## config.mk

```make
export PLATFORM = sky130hd
export DESIGN_NAME = jtag_tap_ctrl
export DESIGN_NICKNAME = d
export VERILOG_FILES = /design/src/rtl/jtag_pkg.sv /design/src/rtl/jtag_tap_fsm.sv /design/src/rtl/jtag_tap_ctrl.sv
export SDC_FILE = /design/constraint.sdc
export NUM_CORES = 1
export LEC_CHECK = 0
export BUFFER_PORTS_ARGS = -buffer_cell sky130_fd_sc_hd__clkbuf_2
export CORE_AREA = 2 2 39 41
export DETAILED_ROUTE_END_ITERATION = 10
export DIE_AREA = 0 0 41 43
export PLACE_DENSITY_LB_ADDON = 0.1
export SLEW_MARGIN = 30
export SYNTH_ARGS = -nofsm -noshare
export SYNTH_HDL_FRONTEND = slang
export SYNTH_HIERARCHICAL = 1
export SYNTH_SLANG_ARGS = --single-unit
```

## constraint.sdc

```tcl
create_clock -name TCLK -period 3.4 [get_ports TCLK]
set_clock_uncertainty 0.05 [all_clocks]
set_input_delay 0.17 -clock TCLK [delete_from_list [all_inputs] [get_ports TCLK]]
set_output_delay 0.17 -clock TCLK [all_outputs]
set_load 0.01 [all_outputs]
```

## src/rtl/jtag_pkg.sv

```systemverilog
// Shared TAP state encodings, instruction opcodes and IR width for the s9234 JTAG wrapper.
package jtag_pkg;

    localparam int IR_W = 2;

    typedef enum logic [3:0] {
        S_TLR     = 4'hF,
        S_RTI     = 4'hC,
        S_SELDR   = 4'h7,
        S_CAPDR   = 4'h6,
        S_SHDR    = 4'h2,
        S_EX1DR   = 4'h1,
        S_PAUSEDR = 4'h3,
        S_EX2DR   = 4'h0,
        S_UPDR    = 4'h5,
        S_SELIR   = 4'h4,
        S_CAPIR   = 4'hE,
        S_SHIR    = 4'hA,
        S_EX1IR   = 4'h9,
        S_PAUSEIR = 4'hB,
        S_EX2IR   = 4'h8,
        S_UPIR    = 4'hD
    } tap_state_t;

    localparam logic [IR_W-1:0] IR_EXTEST  = 2'b00;
    localparam logic [IR_W-1:0] IR_SAMPLE  = 2'b01;
    localparam logic [IR_W-1:0] IR_INTSCAN = 2'b10;
    localparam logic [IR_W-1:0] IR_BYPASS  = 2'b11;

endpackage

```

## src/rtl/jtag_tap_fsm.sv

```systemverilog
// 16-state IEEE 1149.1 TAP state machine with Moore state-decode strobes.
module jtag_tap_fsm
    import jtag_pkg::*;
(
    input  logic       i_tclk,
    input  logic       i_trst_n,
    input  logic       i_tms,
    output tap_state_t o_state,
    output logic       o_tlr_next,
    output logic       o_capture_dr,
    output logic       o_shift_dr,
    output logic       o_update_dr,
    output logic       o_capture_ir,
    output logic       o_shift_ir,
    output logic       o_update_ir
);

    tap_state_t r_state;
    tap_state_t w_next;

    always_comb begin
        w_next = r_state;
        case (r_state)
            S_TLR:     w_next = i_tms ? S_TLR   : S_RTI;
            S_RTI:     w_next = i_tms ? S_SELDR : S_RTI;
            S_SELDR:   w_next = i_tms ? S_SELIR : S_CAPDR;
            S_CAPDR:   w_next = i_tms ? S_EX1DR : S_SHDR;
            S_SHDR:    w_next = i_tms ? S_EX1DR : S_SHDR;
            S_EX1DR:   w_next = i_tms ? S_UPDR  : S_PAUSEDR;
            S_PAUSEDR: w_next = i_tms ? S_EX2DR : S_PAUSEDR;
            S_EX2DR:   w_next = i_tms ? S_UPDR  : S_SHDR;
            S_UPDR:    w_next = i_tms ? S_SELDR : S_RTI;
            S_SELIR:   w_next = i_tms ? S_TLR   : S_CAPIR;
            S_CAPIR:   w_next = i_tms ? S_EX1IR : S_SHIR;
            S_SHIR:    w_next = i_tms ? S_EX1IR : S_SHIR;
            S_EX1IR:   w_next = i_tms ? S_UPIR  : S_PAUSEIR;
            S_PAUSEIR: w_next = i_tms ? S_EX2IR : S_PAUSEIR;
            S_EX2IR:   w_next = i_tms ? S_UPIR  : S_SHIR;
            S_UPIR:    w_next = i_tms ? S_SELDR : S_RTI;
            default:   w_next = S_TLR;
        endcase
    end

    always_ff @(posedge i_tclk or negedge i_trst_n) begin
        if (!i_trst_n) r_state <= S_TLR;
        else           r_state <= w_next;
    end

    assign o_state      = r_state;
    assign o_tlr_next   = (w_next == S_TLR);
    assign o_capture_dr = (r_state == S_CAPDR);
    assign o_shift_dr   = (r_state == S_SHDR);
    assign o_update_dr  = (r_state == S_UPDR);
    assign o_capture_ir = (r_state == S_CAPIR);
    assign o_shift_ir   = (r_state == S_SHIR);
    assign o_update_ir  = (r_state == S_UPIR);

endmodule

```

## src/rtl/jtag_tap_ctrl.sv

```systemverilog
// TAP controller top: IR, instruction decode, bypass bit and TDO mux.
// Define TAP_TDO_NEGEDGE_EN to retime TDO/tdo_en onto falling TCLK.
module jtag_tap_ctrl #(
    parameter int                    IR_W       = jtag_pkg::IR_W,
    parameter logic [IR_W-1:0]       IR_CAPTURE = 2'b01,
    parameter logic [IR_W-1:0]       IR_RESET   = 2'b11
) (
    input  logic            TCLK,
    input  logic            TRST,
    input  logic            TMS,
    input  logic            TDI,
    input  logic            bsr_so,
    input  logic            isr_so,
    output logic            TDO,
    output logic            tdo_en,
    output logic            capture_dr,
    output logic            shift_dr,
    output logic            update_dr,
    output logic            sel_bsr,
    output logic            sel_isr,
    output logic            bsr_mode,
    output logic [IR_W-1:0] inst,
    output logic [3:0]      tap_state
);
    import jtag_pkg::*;

    tap_state_t      w_state;
    logic            w_tlr_next;
    logic            w_cap_dr, w_sh_dr, w_up_dr;
    logic            w_cap_ir, w_sh_ir, w_up_ir;
    logic            w_dr_sel;
    logic            w_tdo;
    logic            w_tdo_en;
    logic [IR_W-1:0] r_ir_shift;
    logic [IR_W-1:0] r_inst;
    logic            r_bypass;

    jtag_tap_fsm u_fsm (
        .i_tclk       (TCLK),
        .i_trst_n     (TRST),
        .i_tms        (TMS),
        .o_state      (w_state),
        .o_tlr_next   (w_tlr_next),
        .o_capture_dr (w_cap_dr),
        .o_shift_dr   (w_sh_dr),
        .o_update_dr  (w_up_dr),
        .o_capture_ir (w_cap_ir),
        .o_shift_ir   (w_sh_ir),
        .o_update_ir  (w_up_ir)
    );

    // Falling into TLR overrides any pending UPIR load.
    always_ff @(posedge TCLK or negedge TRST) begin
        if (!TRST) begin
            r_ir_shift <= '0;
            r_inst     <= IR_RESET;
            r_bypass   <= 1'b0;
        end else begin
            if (w_cap_ir)     r_ir_shift <= IR_CAPTURE;
            else if (w_sh_ir) r_ir_shift <= {TDI, r_ir_shift[IR_W-1:1]};

            if (w_tlr_next)   r_inst <= IR_RESET;
            else if (w_up_ir) r_inst <= r_ir_shift;

            if (w_cap_dr)                           r_bypass <= 1'b0;
            else if (w_sh_dr && r_inst == IR_BYPASS) r_bypass <= TDI;
        end
    end

    assign inst      = r_inst;
    assign tap_state = w_state;
    assign sel_bsr   = (r_inst == IR_EXTEST) || (r_inst == IR_SAMPLE);
    assign sel_isr   = (r_inst == IR_INTSCAN);
    assign bsr_mode  = (r_inst == IR_EXTEST);
    assign w_dr_sel  = sel_bsr || sel_isr;

    assign capture_dr = w_cap_dr && w_dr_sel;
    assign shift_dr   = w_sh_dr  && w_dr_sel;
    assign update_dr  = w_up_dr  && w_dr_sel;

    always_comb begin
        w_tdo    = 1'b0;
        w_tdo_en = w_sh_dr || w_sh_ir;
        if (w_sh_ir)      w_tdo = r_ir_shift[0];
        else if (w_sh_dr) w_tdo = sel_bsr ? bsr_so : (sel_isr ? isr_so : r_bypass);
    end

`ifdef TAP_TDO_NEGEDGE_EN
    logic r_tdo;
    logic r_tdo_en;

    always_ff @(negedge TCLK or negedge TRST) begin
        if (!TRST) begin
            r_tdo    <= 1'b0;
            r_tdo_en <= 1'b0;
        end else begin
            r_tdo    <= w_tdo;
            r_tdo_en <= w_tdo_en;
        end
    end

    assign TDO    = r_tdo;
    assign tdo_en = r_tdo_en;
`else
    assign TDO    = w_tdo;
    assign tdo_en = w_tdo_en;
`endif

endmodule

```

---- Word level (Yosys, flattened, before mapping) ----
Cells that the tools add are included.
word-level totals
  bits in registers ....................... 9
  input bits .............................. 6
  output and inout port bits .............. 14
  logic and storage cells ................. 61
operators by class
  eq/ne operators ......................... 19
  mux-type cells .......................... 23
  reduce and logical (&&, ||, !) cells .... 15
operator list
  kind                number
  $pmux 4 s12         1
  $eq 4x4->1 const B  9
  $mux 2              10
  $eq 4x3->1 const B  4
  $mux 3              4
  $eq 4x2->1 const B  2
  $mux 1              7
  $reduce_bool 2->1   3
  $eq 2x2->1 const B  2
  $eq 4x1->1 const B  1
  $logic_and 1x1->1   4
  $logic_not 4->1     1
  $mux 4              1
  $reduce_or 2->1     2
  $logic_or 1x1->1    3
  $reduce_or 3->1     1
  $eq 2x1->1 const B  1
  $logic_not 2->1     1

---- Longest topological paths before layout ----
Gate-level depths: netlist of run 1.
  depth after elaboration ................. 5
  depth in mapped cells ................... 6
  mapped depth without buffers ............ 5

---- Hierarchy ----
The synthesis of run 1 kept the hierarchy.
by module, submodules not included
  module         instances  cells each  area each (µm²)  sequential area each (µm²)
  jtag_tap_ctrl  1          31          302.8            127.6
  jtag_tap_fsm   1          33          285.3            105.1

---- Least setup slack after synthesis of run 1 ----
Ideal clock, no wire load.
  kind .................................... register to output
  start ................................... reg u_fsm.r_state[1] (netlist: u_fsm/o_state[1])
  end ..................................... out TDO
  arrival ................................. 1.692 ns
  data required time ...................... 3.180 ns
  path slack .............................. 1.488 ns
  cell stages (with the launch flop) ...... 7
  path buffers ............................ 1
  cells stage by stage .................... dfstp_2 buf_6 nand2b_1 nor3_1 bufinv_8 a2111oi_1 a21o_1
on the way
  longest elaborated chain between the ends .. 3
  elaborated cells on any way between the ends .. 4
  those cells by class .................... 2 x eq/ne; 2 x mux
RTL lines
  element                   RTL line             text
  start: declaration        jtag_tap_fsm.sv:18   tap_state_t r_state;
  start signal: assignment  jtag_tap_fsm.sv:46   else r_state <= w_next;
  $eq 4x2->1                jtag_tap_fsm.sv:52   assign o_shift_dr = (r_state == S_SHDR);
  via w_sh_dr               jtag_tap_ctrl.sv:29  logic w_cap_dr, w_sh_dr, w_up_dr;
  $mux 1                    jtag_tap_ctrl.sv:85  else if (w_sh_dr) w_tdo = sel_bsr ? bsr_so : (sel_isr ? isr_so : r_bypass);
  $mux 1                    jtag_tap_ctrl.sv:84  if (w_sh_ir) w_tdo = r_ir_shift[0];
  end: declaration          jtag_tap_ctrl.sv:14  output logic TDO,
The timed path passes the listed nets, and every way through them passes these cells.

---- Worst setup path in the final report of run 1 ----
Same ends and word-level chain as after synthesis.

==> impl_results.md, run 1 <==
- Status: completed
- First-pass GRT wire length: 1.911 mm
- Fin nets: 91
- CTS clk-pin slew, worst paths: 0.06 ns
- Max-slew violations: 0
- Latest clock arrival within the worst-skew pair: 0.26 ns
- Setup slack after layout: 1.031 ns
- Synth warn: 6
- Leakage power total: 0.3534 nW
- Post-CTS Hold Buffers: 1
- Area leader, netlist: dfstp_2
- Residual DRC: 0
- Resized cells post-CTS: 0
- DP Area: 670.6 µm²
- FP Rows: 14
- Worst R2R End: r_ir_shift[0]
- Largest net degree at the start of global routing: 13
- Arr. time, crit path: 2.15 ns
- Die H: 43 µm
- Fin crit share: 69.69%
- Initial DRC Count: 8
- IO buf count: 19
- I/O pins: 20
- H-tree lvl count: 1
- Placer Congestion: 0.7719
- Post-Synth Adder-Cell Area: 0%
- Worst min path class: primary input to flip-flop
- Max VDD drop: 482.3 µV
- Largest cells by area after synthesis: dfstp_2 27%, dfrtp_1 13%, mux2i_1 6.8%, buf_6 3.8%, nand2_1 3.8%
- CORE AREA: 1384 µm²
- Seq cells post-synth: 9
- Vias/cell: 5.290
- CTS Sinks: 9
- Routed WL: 1.249 mm
- Number of global-route vias before repair: 450
- Fmax: 422.0 MHz
- Initial cell density of the core: 42.50%
- Worst setup SP type: flip-flop
- Multiplexer share of the synthesized area: 8.723%
- Endpoints failing setup: 0
- TritonCTS Buffers: 3
- Minimum hold slack: 0.1183 ns
- Worst Setup EP: TDO
- Initial antenna violation count: 0
- Worst Reg2Reg Path Length in Cells: 4
- Root Buffer: clkbuf_4
- WP data required: 3.18 ns
- Gr ovfl total: 0
- Share of layout cells above drive strength 1: 39.29%
- Post-CTS Setup Repair Bufs: 0
- Post-detail-place hpwl: 916.1 µm
- Post-Synth Simple-Gate Area: 22.98%
- Max-cap viol count: 0
- Syn Inst Count: 64
- Finished Cell Area: 706.9 µm²
- Deepest clock path buffer count: 2
- CP endpoint kind: primary output
- Pwr dens: 936.9 nW/µm²
- Fin crit period: 2.369 ns
- Largest family of logic cells by synthesized area: simple AND/OR/NAND/NOR gates
- Worst R2R Start: u_fsm/o_state[1]
- Setup crit start: u_fsm/o_state[1]
- Yosys cell types: 33
- Routed Antenna Nets: 0
- Sequential fraction of the synthesis area: 39.57%
- Final hold violations: 0
- Min-delay src: TDI
- TNS Setup: 0 ns
- Slew HR: 55.63%
- Yosys top cell area share: 26.81%
- Compound-gate portion of the synthesized area: 17.02%
- Gr usage total: 16.18%
- Worst setup path class: flip-flop to primary output
- Worst-margin pin slew: 0.6642 ns
- CTS tree: built
- Die Wd: 41 µm
- WL per Instance: 12.49 µm
- Max FO, Critical Path: 11
- Ant. Diodes: 0
- Post-Synth XOR/XNOR Area: 0%
- Unrepaired setup endpoints after global routing: no
- R2R setup slack: 1.42 ns
- Mapped Area: 588.1 µm²
- Layout Area Growth over Synthesis: 20.21%
- Die area: 1763 µm²
- Worst slack, placed: 1.340 ns
- Synthesized Nets: 70
- Syn Area/Cell: 9.189 µm²
- Via count: 529
- Drt first pass iters: 4
==> per-layer routing <==
metal	part of all wire (%)	routed length, µm	track usage (%)	vias up
met1	49	607	22.37	258
met4	0.96	12	8.000	0
li1	-	-	-	259
met5	0	0	0	-
met2	46	577	22.19	10
met3	4.2	52	4.712	2
==> cells by family (layout without fill, tap and decap cells) <==
family / after synthesis / in the layout
and+or+nand+nor: 26 / 26
DFF: 9 / 9
AOI/OAI and AO/OA: 14 / 14
buffers and inverters: 10 / 30
muxes: 5 / 5
==> cell usage in the layout, fill, tap and decap left out, types with 2 or more instances in the layout <==
cell type   n
and2_1      2
clkbuf_4    3
a21o_1      2
nand3_1     2
dfrtp_1     3
nor2_1      6
a21oi_1     2
nand2_1     6
mux2i_1     4
o21ai_0     2
inv_1       4
nor3_1      3
dfstp_2     6
clkbuf_2   19
==> worst max-delay path: stages, from the launching register on <==
cell and delay (ns):
dfstp_2 0.64, nand2b_1 0.18, nor3_1 0.27, bufinv_8 0.24, a2111oi_1 0.32, a21o_1 0.12
clkbuf_2 0.12
==> power breakdown <==
group	switching (W)	internal, W	leakage, nW	total (W)
clock network	0.0000398	0.0000454	0.0150	0.0000852
registers	0.0000953	0.000187	0.101	0.000282
logic	0.000148	0.000147	0.238	0.000295
==> per-stage QoR <==
| step | util [%] | std cells | power, W |
|---|---|---|---|
| detailed placement | 48.46 | 95 | 0.0005775 |
| global placement | 48.46 | 95 | 0.0005761 |
| floorplan | - | 64 | 0.0005007 |
| finish | 51.09 | 100 | 0.0006623 |
| CTS | 51.09 | 100 | 0.0006692 |
| global route | 51.09 | 100 | 0.0007216 |
==> synth_stat cells <==
library cell	count
nand2b_1	1
nor2b_4	1
o21ai_0	2
nand3_1	2
a21boi_0	1
mux2_2	1
and2_1	2
a21oi_1	2
dfrtp_1	3
a2111oi_1	1
nand2_1	6
nor2_1	6
bufinv_8	1
a31o_2	1
buf_6	2
o211ai_1	1
buf_2	1
or3_1	1
o221ai_1	1
clkbuf_2	1
nor4_1	1
nor3b_1	1
a31oi_1	1
a22oi_1	1
a211o_1	1
or2_1	1
mux2i_1	4
a21o_1	2
inv_2	1
nor2b_1	1
inv_1	4
dfstp_2	6
nor3_1	3
==> state kept, by name, indices dropped and copies added (netlist names) <==
register / flops
inst: 2
r_ir_shift: 2
u_fsm/o_state: 4
r_bypass: 1
==> layout make-up <==
class / count / area, µm²
fill: 137 / 676.9
multi-input combinational: 45 / 286.5
sequential: 9 / 232.7
timing repair buffer: 20 / 105.1
inverter: 6 / 36.28
clock buffer: 4 / 26.28
tap: 16 / 20.02
==> worst min-delay path by stage <==
stage	to	slack, ns	cells after the start
2_1_floorplan	r_bypass	-0.18	0
3_3_place_gp	r_ir_shift[1]	-0.01	1
3_5_place_dp	r_ir_shift[1]	-0.01	1
4_1_cts	r_bypass	0.11	3
5_1_grt	r_ir_shift[1]	0.13	3
6_report	r_bypass	0.12	3
Power figures use the tool's default switching activity.
==> inputs of run 2 (changes only) <==
Clock period 3.4 ns to 2.46 ns, I/O delays scaled along.
==> impl_results.md, run 2 (synthesized netlist as in run 1, its figures left out) <==
- Leakage power total: 0.3624 nW
- CTS clk-pin slew, worst paths: 0.06 ns
- Die area: 1763 µm²
- Max FFs per register: 4
- Drt first pass iters: 3
- Via count: 511
- Status: completed
- Die Wd: 41 µm
- IO buf count: 19
- Seq pwr share: 42.3%
- Finished Cell Area: 720.7 µm²
- CORE AREA: 1384 µm²
- Fin crit share: 90.70%
- Routed WL: 1.171 mm
- CTS Sinks: 9
- Crit path cell chain: nand2b_1 -> nor3_2 -> bufinv_8 -> a2111oi_1 -> a21o_1 -> clkbuf_2
- Die H: 43 µm
- Min-delay src: TDI
- Worst min path class: primary input to flip-flop
- Slew HR: 76.92%
- Vias/cell: 5.059
- Worst R2R End: r_ir_shift[0]
- Initial DRC Count: 3
- Critical Path Slowest Stage Cell: dfstp_2
- Pwr dens: 1277 nW/µm²
- Number of global-route vias before repair: 454
- WHS Endpoint: r_bypass
- Latest clock arrival within the worst-skew pair: 0.26 ns
- Clock power frac: 12.3%
- H-tree lvl count: 1
- Most common cell after layout, fill and taps aside: clkbuf_2
- Combinational Power Share: 45.4%
- Post-detail-place hpwl: 934.6 µm
- Largest net degree at the start of global routing: 13
- Layout Area Growth over Synthesis: 22.55%
- Worst Reg2Reg Path Length in Cells: 5
- Switching Share: 42.71%
- Gr usage total: 16.19%
- R2R setup slack: 0.77 ns
- Endpoints failing setup: 0
- Arr. time, crit path: 2.06 ns
- Routed Antenna Nets: 0
- Gr ovfl total: 0
- Worst setup SP type: flip-flop
- Max VDD drop: 651.6 µV
- Final hold violations: 0
- Ant. Diodes: 0
- Max-cap viol count: 0
- Initial cell density of the core: 42.50%
- Deepest clock path buffer count: 2
- I/O pins: 20
- Root Buffer: clkbuf_4
- Share of layout cells above drive strength 1: 42.35%
- FP Rows: 14
- Unrepaired setup endpoints after global routing: no
- Placer Congestion: 0.7669
- P_int: 0.0005272 W
- CTS tree: built
- Max FO, Critical Path: 11
- Residual DRC: 0
- Worst setup path class: flip-flop to primary output
- Worst R2R Start: u_fsm/o_state[1]
- TNS Setup: 0 ns
- First-pass GRT wire length: 1.890 mm
- WL per Instance: 11.59 µm
- CP endpoint kind: primary output
- Fin crit period: 2.231 ns
- WP data required: 2.29 ns
- Max-slew violations: 0
- DP Area: 678.2 µm²
- Fin nets: 92
- TritonCTS Buffers: 3
- WHS Path Cells: 3
- Sw Pwr: 0.0003929 W
- Worst path max stage delay: 0.64 ns
- Fmax: 448.2 MHz
- Worst-margin pin slew: 0.3436 ns
- Initial antenna violation count: 0
- Most frequent cells in the layout: 19 x clkbuf_2, 6 x nor2_1, 6 x nand2_1, 6 x dfstp_2
-- run 2: through the flow --
step                      setup slack (ns)  std cells  utilization (%)  hold WS [ns]   power, W
after floorplan                     0.5951         64                -       -0.2226  0.0006921
after global placement              0.4835         96            49.01      -0.06075  0.0008046
after detailed placement            0.4294         96            49.01      -0.06121  0.0008085
after CTS                           0.1354        101            51.72       0.07043  0.0009270
after global routing               0.06382        101            52.08       0.08648   0.001010
final                               0.2288        101            52.08       0.06992  0.0009201
-- run 2: layout make-up --
| class | instances | area (µm²) |
|---|---|---|
| well taps | 16 | 20.02 |
| inverters | 6 | 36.28 |
| multi-input cells | 45 | 291.5 |
| clock inverters | 1 | 5.005 |
| flip-flops and latches | 9 | 232.7 |
| fillers | 136 | 663.1 |
| repair buffers | 21 | 112.6 |
| clock buffers | 3 | 22.52 |
-- run 2: worst max-delay path by stage --
stage                     startpoint  end  cells past startpoint
floorplan           u_fsm/o_state[1]  TDO                      6
global route        u_fsm/o_state[1]  TDO                      6
CTS                 u_fsm/o_state[1]  TDO                      6
finish              u_fsm/o_state[1]  TDO                      6
detailed placement  u_fsm/o_state[1]  TDO                      6
global placement    u_fsm/o_state[1]  TDO                      6
-- run 2: worst max-delay path: cells and delay by family (launching register included) --
family | cells | cell delay [ns]
buf+inv | 2 | 0.34
compound gates | 2 | 0.43
flops | 1 | 0.64
simple gates | 2 | 0.38
-- run 2: power groups by stage --
| stage | sequential [W] | combinational (W) | clock (W) |
|---|---|---|---|
| floorplan | 0.000335 | 0.000358 | 0 |
| global placement | 0.000389 | 0.000416 | 0 |
| detailed placement | 0.000391 | 0.000417 | 0 |
| CTS | 0.000388 | 0.000420 | 0.000118 |
| global route | 0.000411 | 0.000467 | 0.000131 |
| finish | 0.000389 | 0.000418 | 0.000113 |
-- run 2: repair_timing --
action | CTS | global route
setup endpoints to repair | 0 | 1
setup buffers | 0 | 0
hold buffers | 1 | 0
gates resized for setup | 0 | 1
hold endpoints to repair | 9 | 0
-- run 2: metal layers --
metal	global-route usage [%]	vias up	share of wire, %	routed length, µm
li1	-	265	-	-
met1	22.11	236	47	548
met2	21.56	10	47	555
met3	9.424	0	5.6	66
met4	4.000	0	0	0
met5	0	-	0	0
==> inputs of run 3 (changes only) <==
Settings changed: ABC_AREA from default to 1, CORE_AREA 2 2 39 41 to default, CORE_MARGIN from default to 2, CORE_UTILIZATION from default to 49, DIE_AREA 0 0 41 43 to default, PLACE_DENSITY from default to 0.8, PLACE_DENSITY_LB_ADDON 0.1 to default.
==> impl_results.md, run 3 <==
- Yosys top cell area share: 22.58%
- Leakage power total: 0.4438 nW
- Setup crit start: u_fsm/o_state[1]
- WP data required: 2.29 ns
- Worst min path class: primary input to flip-flop
- Number of synthesized flops with an enable pin: 0
- Max VDD drop: 720.6 µV
- Die Wd: 41.75 µm
- Most frequent cells in the layout: 25 x nand2_1, 20 x nor2_1, 19 x clkbuf_2
- Seq cells post-synth: 9
- Via count: 749
- Deepest clock path buffer count: 2
- WHS Path Cells: 3
- TritonCTS Buffers: 3
- Drt first pass iters: 4
- Fmax: 516.5 MHz
- Number of global-route vias before repair: 695
- Max-cap viol count: 0
- Latest clock arrival within the worst-skew pair: 0.26 ns
- Fin crit period: 1.936 ns
- Area leader, netlist: dfstp_2
- Ant. Diodes: 0
- Worst R2R End: r_ir_shift[1]
- Largest cells by area after synthesis: dfstp_2 23%, nand2_1 13%, dfrtp_1 11%, nor2_1 11%, nand3_1 5.7%
- Final hold violations: 0
- Max FFs per register: 4
- Routed Antenna Nets: 0
- Die H: 41.75 µm
- Endpoints failing setup: 0
- Share of layout cells above drive strength 1: 38.46%
- Filler instances: 128
- Slew HR: 65.12%
- WHS Endpoint: r_bypass
- Die area: 1743 µm²
- Status: completed
- CTS clk-pin slew, worst paths: 0.06 ns
- TNS Setup: 0 ns
- Initial DRC Count: 21
- I/O pins: 20
- Min-delay src: TDI
- FP Rows: 13
- Placer Congestion: 0.9247
- Sequential fraction of the synthesis area: 33.33%
- Synthesized Nets: 114
- Max FO, Critical Path: 6
- Layout Area Growth over Synthesis: 19.18%
- Synth warn: 6
- Post-CTS Hold Buffers: 1
- Worst-margin pin slew: 0.5192 ns
- Count leader, synth: nand2_1
- Arr. time, crit path: 1.76 ns
- Syn Inst Count: 108
- Primary FF master, synth: dfstp_2
- Post-detail-place hpwl: 1.284 mm
- First-pass GRT wire length: 2.746 mm
- Yosys cell types: 20
- IO buf count: 19
- Root Buffer: clkbuf_4
- Syn Area/Cell: 6.465 µm²
- Fin crit share: 78.71%
- Pwr dens: 1405 nW/µm²
- Fin nets: 137
- Worst Reg2Reg Path Length in Cells: 5
- Worst R2R Start: u_fsm/o_state[1]
- Largest net degree at the start of global routing: 12
- Async set or reset register ratio after synthesis: 100.0%
- Initial cell density of the core: 52.99%
- Total power: 0.001169 W
- WL per Instance: 11.33 µm
- CTS Sinks: 9
- Post-CTS Setup Repair Bufs: 0
- Resized cells post-CTS: 0
- H-tree lvl count: 1
- R2R setup slack: 0.82 ns
- Initial antenna violation count: 0
- Routed WL: 1.643 mm
- Residual DRC: 0
- Worst setup path class: flip-flop to primary output
- Vias/cell: 5.166
- Mapped Area: 698.2 µm²
- Gr usage total: 20.83%
- Most common cell after layout, fill and taps aside: nand2_1
- Commonest cells in the netlist: 25 x nand2_1, 20 x nor2_1, 10 x inv_1
- CTS tree: built
- Unrepaired setup endpoints after global routing: no
- Max-slew violations: 0
- CORE AREA: 1318 µm²
- Worst setup SP type: flip-flop
- Gr ovfl total: 0
- CP endpoint kind: primary output
run 3: cell types whose count changed in the layout (fill, tap and decap cells not counted), sizes merged, moves of 4 or more:
cell	change
inv	+10
mux2i	-4
nand2	+25
nand3	+9
nor2	+20
run 3: per-layer routing:
metal | part of all wire [%] | global-route usage, % | routed length, µm | vias up
li1 | - | - | - | 381
met1 | 41 | 22.49 | 678 | 331
met2 | 50 | 36.25 | 817 | 33
met3 | 6.0 | 2.609 | 98 | 4
met4 | 3.0 | 16.13 | 49 | 0
met5 | 0 | 0 | 0 | -
run 3: worst max-delay path by stage:
stage               depth (start not counted)  slack [ns]       to
global placement                            5        0.80   tdo_en
global route                                5        0.41   tdo_en
CTS                                         5        0.53   tdo_en
floorplan                                  10         1.0  inst[1]
detailed placement                          5        0.82   tdo_en
finish                                      5        0.52   tdo_en
run 3: power by group:
| part | internal, W | leakage, nW | switching, W |
|---|---|---|---|
| clock | 0.0000624 | 0.0150 | 0.0000496 |
| combinational | 0.000241 | 0.329 | 0.000433 |
| sequential | 0.000265 | 0.100 | 0.000118 |
| total | 0.000568 | 0.444 | 0.000601 |
run 3: critical path, stage by stage, from the launching register on:
cell	delay, ns
dfstp_2	0.60
nand2_2	0.12
nor3_1	0.43
inv_1	0.14
nand2_1	0.09
clkbuf_2	0.13
run 3: cell families (layout without fill, tap and decap cells):
| kind of cell | after synthesis | count (layout) | synth area share, % |
|---|---|---|---|
| simple gates | 74 | 74 | 50.00 |
| buf+inv | 18 | 40 | 11.11 |
| flops | 9 | 9 | 33.33 |
| compound gates | 7 | 7 | 5.555 |
run 3: area by class of cell:
| cell class | instances | area, µm² | area share [%] |
|---|---|---|---|
| Clock buffer | 4 | 26.28 | 3.158 |
| Inverter | 16 | 61.31 | 7.368 |
| Multi-Input combinational cell | 81 | 387.9 | 46.62 |
| Sequential cell | 9 | 232.7 | 27.97 |
| Tap cell | 15 | 18.77 | 2.256 |
| Timing Repair Buffer | 20 | 105.1 | 12.63 |
run 3: stage by stage:
step | util, % | hold WS [ns] | area [µm²] | instances | worst slack (ns)
after global routing | 63.15 | 0.05999 | 832.0 | 145 | 0.4143
after global placement | 60.40 | -0.06156 | 795.8 | 140 | 0.8047
after CTS | 63.15 | 0.05933 | 832.0 | 145 | 0.5292
after floorplan | - | -0.2226 | 698.2 | 108 | 0.9987
final | 63.15 | 0.06341 | 832.0 | 145 | 0.5238
after detailed placement | 60.40 | -0.05700 | 795.8 | 140 | 0.8189
